[config.mk]
export PLATFORM = sky130hd
export DESIGN_NAME = nrisc_mem_dump
export DESIGN_NICKNAME = d
export VERILOG_FILES = /design/src/rtl/nrisc_mem_dump.sv
export SDC_FILE = /design/constraint.sdc
export NUM_CORES = 1
export LEC_CHECK = 0
export ABC_AREA = 1
export CAP_MARGIN = 20
export CORE_MARGIN = 5
export CORE_UTILIZATION = 25
export CTS_BUF_LIST = sky130_fd_sc_hd__clkbuf_8
export CTS_CLUSTER_SIZE = 30
export DETAILED_ROUTE_END_ITERATION = 16
export SLEW_MARGIN = 20
export SYNTH_ARGS = -nofsm -noshare
export SYNTH_HDL_FRONTEND = slang
export SYNTH_SLANG_ARGS = --single-unit
[constraint.sdc]
create_clock -name CLK -period 1.95 [get_ports CLK]
set_input_delay 0.2925 -clock CLK [delete_from_list [all_inputs] [get_ports CLK]]
set_output_delay 0.2925 -clock CLK [all_outputs]
set_load 0.02 [all_outputs]
[src/rtl/nrisc_mem_dump.sv]
// nrisc_mem_dump: end-of-program DataMem dump for nRisc.
// On HALT (or START) the core is frozen, a window of DataMem is read
// through the debug port and streamed out on a valid/ready byte interface.
// Optional feature macro: NRISC_DUMP_CHECKSUM_EN appends a modulo-256 sum beat.
module nrisc_mem_dump #(
    parameter int unsigned ADDR_W    = 8,
    parameter int unsigned DATA_W    = 8,
    parameter int unsigned DUMP_BASE = 0,
    parameter int unsigned DUMP_LEN  = 5,
    parameter logic [7:0]  HALT_OP   = 8'b00000000
) (
    input  logic              CLK,
    input  logic              RESET_N,
    input  logic [7:0]        INSTR,
    input  logic              INSTR_VALID,
    input  logic              START,
    input  logic              CLEAR,
    output logic              CPU_HOLD,
    output logic              MEM_RD,
    output logic [ADDR_W-1:0] MEM_ADDR,
    input  logic [DATA_W-1:0] MEM_RDATA,
    output logic              DUMP_VALID,
    input  logic              DUMP_READY,
    output logic [DATA_W-1:0] DUMP_DATA,
    output logic [ADDR_W-1:0] DUMP_ADDR,
    output logic              DUMP_LAST,
    output logic              DUMP_DONE
);

    localparam int unsigned CNT_W = (DUMP_LEN > 1) ? $clog2(DUMP_LEN) : 1;
    localparam logic [CNT_W-1:0] CNT_LAST = (DUMP_LEN > 0) ? CNT_W'(DUMP_LEN - 1) : '0;

    typedef enum logic [2:0] {
        S_IDLE,
        S_HOLD,
        S_READ,
        S_WAIT,
        S_SEND,
`ifdef NRISC_DUMP_CHECKSUM_EN
        S_SUM,
`endif
        S_DONE
    } state_t;

    state_t           state;
    state_t           state_n;
    logic [CNT_W-1:0] cnt;
    logic [CNT_W-1:0] cnt_n;
    logic             trigger_c;
    logic             xfer_c;
    logic             cnt_is_last_c;

    assign trigger_c     = (INSTR_VALID && (INSTR == HALT_OP)) || START;
    assign xfer_c        = DUMP_VALID && DUMP_READY;
    assign cnt_is_last_c = (DUMP_LEN != 0) && (cnt == CNT_LAST);

`ifdef NRISC_DUMP_CHECKSUM_EN
    logic [DATA_W-1:0] sum;
    logic [DATA_W-1:0] sum_n;
`endif

    // State register
    always_ff @(posedge CLK or negedge RESET_N) begin
        if (!RESET_N) begin
            state <= S_IDLE;
        end else begin
            state <= state_n;
        end
    end

    // Next-state, next counter and next checksum
    always_comb begin
        state_n = state;
        cnt_n   = cnt;
`ifdef NRISC_DUMP_CHECKSUM_EN
        sum_n   = sum;
`endif
        case (state)
            S_IDLE: begin
                cnt_n = '0;
`ifdef NRISC_DUMP_CHECKSUM_EN
                sum_n = '0;
                if (trigger_c) state_n = (DUMP_LEN == 0) ? S_SUM : S_HOLD;
`else
                if (trigger_c) state_n = (DUMP_LEN == 0) ? S_DONE : S_HOLD;
`endif
            end
            S_HOLD: state_n = S_READ;
            S_READ: state_n = S_WAIT;
            S_WAIT: state_n = S_SEND;
            S_SEND: begin
                if (xfer_c) begin
`ifdef NRISC_DUMP_CHECKSUM_EN
                    sum_n = sum + DUMP_DATA;
`endif
                    if (cnt_is_last_c) begin
`ifdef NRISC_DUMP_CHECKSUM_EN
                        state_n = S_SUM;
`else
                        state_n = S_DONE;
`endif
                    end else begin
                        cnt_n   = cnt + CNT_W'(1);
                        state_n = S_READ;
                    end
                end
            end
`ifdef NRISC_DUMP_CHECKSUM_EN
            S_SUM: begin
                if (xfer_c) state_n = S_DONE;
            end
`endif
            S_DONE: begin
                if (CLEAR) begin
                    state_n = S_IDLE;
                    cnt_n   = '0;
                end
            end
            default: state_n = S_IDLE;
        endcase
    end

    // Registered outputs, counter and read-data capture
    always_ff @(posedge CLK or negedge RESET_N) begin
        if (!RESET_N) begin
            cnt        <= '0;
            CPU_HOLD   <= 1'b0;
            MEM_RD     <= 1'b0;
            MEM_ADDR   <= '0;
            DUMP_VALID <= 1'b0;
            DUMP_DATA  <= '0;
            DUMP_ADDR  <= '0;
            DUMP_LAST  <= 1'b0;
            DUMP_DONE  <= 1'b0;
        end else begin
            cnt       <= cnt_n;
            CPU_HOLD  <= (state_n != S_IDLE);
            MEM_RD    <= (state_n == S_READ);
            DUMP_DONE <= (state_n == S_DONE);
            if (state_n == S_READ) begin
                MEM_ADDR <= ADDR_W'(DUMP_BASE) + ADDR_W'(cnt_n);
            end
            if (state == S_WAIT) begin
                DUMP_DATA <= MEM_RDATA;
                DUMP_ADDR <= MEM_ADDR;
            end
`ifdef NRISC_DUMP_CHECKSUM_EN
            DUMP_VALID <= (state_n == S_SEND) || (state_n == S_SUM);
            DUMP_LAST  <= (state_n == S_SUM);
            if ((state_n == S_SUM) && (state != S_SUM)) begin
                DUMP_DATA <= sum_n;
                DUMP_ADDR <= '0;
            end
`else
            DUMP_VALID <= (state_n == S_SEND);
            DUMP_LAST  <= (state_n == S_SEND) && (DUMP_LEN != 0) && (cnt_n == CNT_LAST);
`endif
        end
    end

`ifdef NRISC_DUMP_CHECKSUM_EN
    // Running modulo-256 sum of accepted data beats
    always_ff @(posedge CLK or negedge RESET_N) begin
        if (!RESET_N) begin
            sum <= '0;
        end else begin
            sum <= sum_n;
        end
    end
`endif

endmodule

* Word-level counts from Yosys, hierarchy flattened *
Index checks and enable logic that the tools add are counted.

storage, ports and cells
  register bits = 25
  output and inout port bits = 29

cells by class
  $add $sub $neg = 1
  equal/unequal tests = 10
  muxes and demuxes = 9
  reductions and logical operators = 7

operators by type and width
  cell                                           number
  2-to-1 mux 3 bit                               7
  == test 3 bit, second input constant           6
  one-hot mux 3 bit (6 select lines)             1
  == test 3 x 2 -> 1 bit, second input constant  3
  one-hot mux 3 bit (3 select lines)             1
  logical NOT 8 bit                              1
  adder 3 x 1 -> 3 bit, second input constant    1
  == test 3 x 1 -> 1 bit, second input constant  1
  logical AND 1 bit                              3
  logical NOT 3 bit                              1
  nonzero test 3 bit                             1
  logical OR 1 bit                               1

* Longest topological paths before layout *
Gate-level depths: netlist (run 1).

  depth in word-level cells = 7
  gate-level depth with buffers = 10
  depth with buffers taken out = 10

* Worst setup path before layout (run 1) *
Ideal clock, no wire load.

  path kind = register -> register
  from = reg cnt[0]
  to = reg MEM_ADDR[0]
  setup time = 118 ps
  arrival = 1,296 ps
  required time = 1,832 ps
  setup slack = 536 ps
  cell stages (with the launch flop) = 11
  path buffers = 0
  period minus slack after synthesis = 1,414 ps
  cells stage by stage = dfrtp_1 inv_1 ha_1 nand2_1 nand2_1 nor2_1 inv_1 nand3_2 nand3b_4 nand2_1 nand2_1

between the ends
  word-level cells in the longest chain between the ends = 5
  elaborated cells on any way between the ends = 10

RTL lines
  what                                RTL line  text
  from (decl)                         47        logic [CNT_W-1:0] cnt;
  from (signal assigned)              136       cnt <= cnt_n;
  == test 3 bit                       55        assign cnt_is_last_c = (DUMP_LEN != 0) && (cnt == CNT_LAST);
  2-to-1 mux 3 bit                    96        if (cnt_is_last_c) begin
  2-to-1 mux 3 bit                    92        if (xfer_c) begin
  one-hot mux 3 bit (6 select lines)  78        case (state)
  net state_n[1]                      46        state_t state_n;
  == test 3 x 2 -> 1 bit              140       if (state_n == S_READ) begin
  to (signal assigned)                141       MEM_ADDR <= ADDR_W'(DUMP_BASE) + ADDR_W'(cnt_n);
  to (decl)                           20        output logic [ADDR_W-1:0] MEM_ADDR,

The timed path passes the listed nets, and every way through them passes these cells.
A chain may end at the register's enable or synchronous reset.

* Worst setup path after layout (run 1) *
  from = reg MEM_ADDR[0]
  to = out MEM_ADDR[0]

No word-level cell between the ends.

==> results of run 1 <==
cell type report:
| type | instances | area, um2 | share of cell area (%) |
|---|---|---|---|
| Tap cell | 70 | 87.58 | 4.905 |
| Multi-Input combinational cell | 113 | 529.3 | 29.64 |
| Sequential cell | 25 | 625.6 | 35.04 |
| Timing Repair Buffer | 42 | 415.4 | 23.27 |
| Clock inverter | 1 | 3.754 | 0.2102 |
| Clock buffer | 3 | 41.29 | 2.313 |
| Inverter | 22 | 82.58 | 4.625 |
power by group through the flow:
stage               registers, mW  clock network [mW]  logic, mW
detailed placement          0.803                   0       1.10
global placement            0.807                   0       1.09
global route                0.818               0.326       1.20
floorplan                   0.941                   0      0.543
finish                      0.794               0.291       1.09
CTS                         0.796               0.299       1.10
kinds of logic (layout without fill, tap and decap cells):
group | after synthesis | count (layout) | share of synthesized area [%]
compound gates | 3 | 3 | 2.033
fa+ha+maj | 2 | 2 | 1.936
buf+inv | 35 | 68 | 13.26
flops | 25 | 25 | 48.40
other cells | 1 | 10 | 0.2901
simple gates | 98 | 98 | 34.08
flip-flops by register name, summed over array words and instances, names as in the netlist, 3 cells and up:
| signal | count |
|---|---|
| cnt | 3 |
| MEM_ADDR | 3 |
| DUMP_DATA | 8 |
| state | 3 |
| DUMP_ADDR | 3 |
worst max-delay path by stage:
stage	from	end	slack, ns	depth (start not counted)
5_1_grt	cnt[0]	MEM_ADDR[1]	0.16	10
3_3_place_gp	DUMP_READY	MEM_ADDR[0]	0.26	10
2_1_floorplan	cnt[0]	MEM_ADDR[0]	0.54	10
6_report	MEM_ADDR[0]	MEM_ADDR[0]	0.36	1
4_1_cts	cnt[0]	MEM_ADDR[1]	0.34	10
3_5_place_dp	DUMP_READY	MEM_ADDR[1]	0.21	10
metrics by stage:
stage | util [%] | hold slack, ns
2_1_floorplan | - | -0.003091
3_3_place_gp | 34.29 | 0.4541
3_5_place_dp | 34.29 | 0.4581
4_1_cts | 35.18 | 0.3988
5_1_grt | 35.18 | 0.4099
6_report | 35.18 | 0.3850
cells in the final DEF, fill, tap and decap left out, drive strengths merged:
master and instances:
clkbuf 3, buf 2, nand4 2, clkdlybuf4s50 40, a21oi 2, o21ai 1, nand2 66, inv 23
dfrtp 25, ha 2, nor3 3, nand3b 1, nor2 9, conb 10, and2 1, nand3 16
metal layers:
metal	track usage (%)	share of wire (%)	vias up
met4	3.488	0.81	0
li1	-	-	564
met1	10.56	45	464
met5	0	0	-
met3	1.645	6.2	4
met2	13.81	48	30
==> flow_summary_export.csv, run 1 <==
group,metric,value,unit
timing,tns,0,ns
layout,drive_above_1_share,7.767,%
floorplan,core,5075,um2
timing,setup_viol,0,
detailed_routing,drtAntennaViolNets,0,
global_routing,grt_max_degree,26,
clock_tree,clock_latency,0.26,ns
floorplan,die_area,6708,um2
timing,fin_crit_sh,81.73,%
detailed_routing,wire_per_inst,10.23,um
floorplan,die_h,81.90,um
critical_path,crit_buf_inv,1,
critical_path,r2r_slack,0.36,ns
power_and_ir_drop,worst_ir_drop_vdd,0.3554,mV
logic_synthesis,yosysTopAreaCell,"dfrtp_1",
power_and_ir_drop,cellLeakagePower,0.9102,nW
timing,setup_ws,0.3563,ns
placement,port_buffers,40,
power_and_ir_drop,switching_share,41.23,%
layout,n_antenna_cell,0,
floorplan,io_pins,51,
placement,place_hpwl,2.270,mm
global_routing,grt_pass1_wl,4.409,mm
critical_path,rr_worst_depth,10,
timing,min_period,1.594,ns
clock_tree,cts_made_buffers,3,
floorplan,rows,26,
timing,fmax,0.6275,GHz
detailed_routing,first_iter_violations,37,
power_and_ir_drop,p_seq_share,36.6,%
timing,fin_worst_skew,0.003235,ns
critical_path,critical_path.slowest_cell,"clkdlybuf4s50_1",
clock_tree,cts_hold_buf,0,
detailed_routing,drc,0,
logic_synthesis,synthTopCellsByArea,"dfrtp_1 (48%), nand2_1 (19%), buf_4 (5.8%)",
worst_hold_path,hold_class,"input port to asynchronous set/reset pin",
floorplan,start_util,25.47,%
logic_synthesis,netlist_top_cells_count,"nand2_1 (64), dfrtp_1 (25), inv_1 (19)",
layout,area_growth,38.14,%
run_status,status,"completed",
critical_path,cp_max_fo,3,
clock_tree,cts_max_path_buffers,2,
global_routing,grt_usage,8.351,%
detailed_routing,vias_per_cell,3.848,
power_and_ir_drop,p_clk_share,13.4,%
layout,n_fill_cell,548,
timing,hold_violations,0,
logic_synthesis,synth-edff-count,0,
critical_path,reg2reg_to,"MEM_ADDR[1]",
global_routing,grt_antenna_before_repair,0,
critical_path,max_stage_delay,0.63,ns
power_and_ir_drop,combPwrFrac,50.1,%
detailed_routing,wl,2.824,mm
logic_synthesis,synth_seq_area_share,48.40,%
placement,dp.cells,272,
placement,gp_congestion,0.7812,
power_and_ir_drop,p_per_area,1216,nW/um2
critical_path,r2r-start,"cnt[0]",
logic_synthesis,synth.most_common_cell,"nand2_1",
critical_path,crit_family,"buffers and inverters",
clock_tree,cts_tree,"built",
logic_synthesis,synth-main-ff-cell,"dfrtp_1",
power_and_ir_drop,finalPower,2.172,mW
timing,rsz0062_at_grt,"false",
global_routing,grt_pass1_vias,1022,
clock_tree,cts_root_buf,"clkbuf_8",
placement,placed_cell_area,1740,um2
logic_synthesis,yosys_warnings,0,
layout,fin_nets,231,
power_and_ir_drop,power_switching,0.8956,mW
critical_path,critical_path.endpoint_type,"output pin",
global_routing,overflow,0,
clock_tree,cts_resized,0,
detailed_routing,first_pass_iters,4,
clock_tree,cts_sinks,25,
clock_tree,path_clk_slew,0.08,ns
job,drv_cap,0,
floorplan,die_x,81.90,um
detailed_routing,dr_total_vias,1062,
clock_tree,cts_setup_buffers,0,
logic_synthesis,syn_avg_cell_area,7.881,um2
logic_synthesis,yosysUniqueCellTypes,21,
critical_path,critical_path_arrival,1.30,ns
placement,pre_cts_slack,0.2077,ns
power_and_ir_drop,internal_power,1.276,mW
logic_synthesis,synth_top_cell_area_share,48.40,%
critical_path,crit_type,"flop to output pin",
clock_tree,h-tree-depth,1,
logic_synthesis,syn_area,1292,um2
layout,final_area,1785,um2
critical_path,critPathLaunchType,"flop",
logic_synthesis,async_flop_share,100.0,%
logic_synthesis,ys_seq_elements,25,
critical_path,path_cells,"clkdlybuf4s50_1",
timing,slew_violations,0,
logic_synthesis,netlist_instances,164,
critical_path,worstPathRequired,1.66,ns
layout,layoutNonFillerInstCount,276,
No activity file was read; power rests on OpenSTA's default activity.
==> inputs of run 2 (changes only) <==
==> constraint.sdc (replaced) <==
create_clock -name CLK -period 1.4 [get_ports CLK]
set_input_delay 0.21 -clock CLK [delete_from_list [all_inputs] [get_ports CLK]]
set_output_delay 0.21 -clock CLK [all_outputs]
set_load 0.02 [all_outputs]
==> flow_summary_export.csv, run 2 (synthesis gave the netlist of run 1 again) <==
group,metric,value,unit
global_routing,grt_pass1_wl,4.740,mm
global_routing,overflow,0,
layout,mostFrequentLayoutCell,"nand2_1",
layout,layoutNonFillerInstCount,289,
timing,slew_violations,0,
critical_path,crit_cells,10,
timing,fmax,0.7584,GHz
timing,setup_ws,0.08152,ns
critical_path,worstPathRequired,1.56,ns
floorplan,rows,26,
clock_tree,cts_max_path_buffers,2,
critical_path,crit_family,"simple AND/OR/NAND/NOR gates",
critical_path,path_cells,"inv_2 > ha_4 > nand2_4 > nand2_4 > nor2_4 > inv_2 > nand3_4 > nand3b_4 > nand2_2 > nand2_1",
layout,register_area,628.1,um2
timing,rsz0062_at_grt,"true",
detailed_routing,wire_per_inst,10.79,um
layout,drive_above_1_share,22.83,%
timing,whs,0.2908,ns
global_routing,grt_max_degree,26,
power_and_ir_drop,cellLeakagePower,1.043,nW
critical_path,r2r-start,"cnt[0]",
power_and_ir_drop,p_clk_share,13.4,%
global_routing,grt_pass1_vias,1081,
power_and_ir_drop,worst_ir_drop_vdd,0.5833,mV
clock_tree,clock_latency,0.27,ns
power_and_ir_drop,switching_share,43.53,%
layout,n_fill_cell,564,
critical_path,cp_max_fo,6,
global_routing,grt_usage,9.028,%
detailed_routing,dr_total_vias,1152,
critical_path,critPathLaunchType,"flop",
floorplan,die_area,6708,um2
detailed_routing,wl,3.118,mm
placement,gp_congestion,0.7838,
layout,final_core_util,39.05,%
detailed_routing,drc,0,
floorplan,start_util,25.47,%
detailed_routing,first_pass_iters,4,
critical_path,crit_buf_inv,2,
floorplan,die_h,81.90,um
placement,pre_cts_slack,-0.1461,ns
global_routing,grt_antenna_before_repair,0,
run_status,status,"completed",
timing,hold_violations,0,
layout,final_area,1982,um2
floorplan,core,5075,um2
detailed_routing,vias_per_cell,3.986,
layout,area_growth,53.34,%
floorplan,die_x,81.90,um
critical_path,critical_path.slowest_cell,"dfrtp_1",
critical_path,critical_path_arrival,1.48,ns
placement,placed_cell_area,1828,um2
power_and_ir_drop,combPwrFrac,51.6,%
timing,setup_viol,0,
power_and_ir_drop,p_per_area,1616,nW/um2
timing,fin_crit_sh,94.18,%
power_and_ir_drop,power_switching,1.394,mW
detailed_routing,drtAntennaViolNets,0,
clock_tree,h-tree-depth,1,
clock_tree,cts_tree,"built",
layout,most-common-layout-cells,"nand2_1 (59), dfrtp_1 (23), clkdlybuf4s50_1 (21)",
clock_tree,cts_sinks,25,
placement,port_buffers,40,
critical_path,reg2reg_to,"MEM_ADDR[0]",
clock_tree,path_clk_slew,0.09,ns
floorplan,io_pins,51,
critical_path,crit_type,"flop to flop",
critical_path,r2r_slack,0.08,ns
critical_path,max_stage_delay,0.38,ns
detailed_routing,first_iter_violations,48,
timing,min_period,1.318,ns
critical_path,rr_worst_depth,10,
clock_tree,cts_made_buffers,3,
layout,n_antenna_cell,0,
layout,fin_nets,244,
layout,multi_input_area,636.9,um2
worst_hold_path,hold_class,"input port to asynchronous set/reset pin",
timing,fin_worst_skew,0.007948,ns
layout,largest_register_ffs,8,
critical_path,critical_path.endpoint_type,"flop",
clock_tree,cts_root_buf,"clkbuf_8",
layout,top_register,"DUMP_DATA",
placement,dp.cells,282,
job,drv_cap,0,
power_and_ir_drop,internal_power,1.808,mW
power_and_ir_drop,p_seq_share,35.0,%
placement,place_hpwl,2.364,mm
[run 2: changes by cell type in the layout (fill, tap and decap cells not counted), sizes merged]
cell | previous run | this run
clkdlybuf4s50 | 40 | 21
buf | 2 | 15
clkinvlp | 0 | 1
dlygate4sd2 | 0 | 19
inv | 23 | 22
[run 2: what timing repair did]
action	4_1_cts	5_1_grt
hold buffers	0	0
setup buffers	0	3
cloned	0	0
pin swaps	1	8
resized for setup	20	27
endpoints found under the setup margin	22	8
[run 2: area by class of cell]
type | count | area share (%)
Sequential cell | 25 | 31.69
Multi-Input combinational cell | 113 | 32.13
Timing Repair Buffer | 55 | 24.87
Inverter | 22 | 4.419
Clock inverter | 1 | 0.3788
Clock buffer | 3 | 2.083
Tap cell | 70 | 4.419
[run 2: layer usage]
metal | routed length (um) | vias to the layer above | GRT usage [%]
li1 | - | 586 | -
met1 | 1329 | 533 | 11.19
met2 | 1528 | 29 | 15.11
met3 | 213 | 4 | 1.754
met4 | 46 | 0 | 3.987
met5 | 0 | - | 0
[run 2: per-stage QoR]
stage	TNS [ns]	power, mW
finish	0	3.202
detailed placement	-0.8107	2.765
floorplan	0	2.094
global route	-0.08520	3.470
global placement	-0.6158	2.742
CTS	0	3.075
[run 2: power groups by stage]
stage | sequential, mW | combinational (mW) | clock [mW]
floorplan | 1.31 | 0.784 | 0
global placement | 1.12 | 1.62 | 0
detailed placement | 1.12 | 1.64 | 0
CTS | 1.10 | 1.52 | 0.451
global route | 1.16 | 1.83 | 0.481
finish | 1.12 | 1.65 | 0.429
[run 2: worst max-delay path by stage]
stage,endpoint,startpoint,slack (ns)
final,MEM_ADDR[0],cnt[0],0.08
after global routing,DUMP_LAST,cnt[0],-0.03
after CTS,DUMP_LAST,cnt[0],0.0009
after detailed placement,MEM_ADDR[0],DUMP_READY,-0.15
after global placement,MEM_ADDR[0],DUMP_READY,-0.11
after floorplan,MEM_ADDR[0],cnt[0],0.02
[run 2: worst register-to-register path, delay by kind of cell (launching register included)]
kind | cells | cell delay [ns]
simple gates | 7 | 0.56
flops | 1 | 0.38
fa+ha+maj | 1 | 0.16
buf+inv | 2 | 0.12
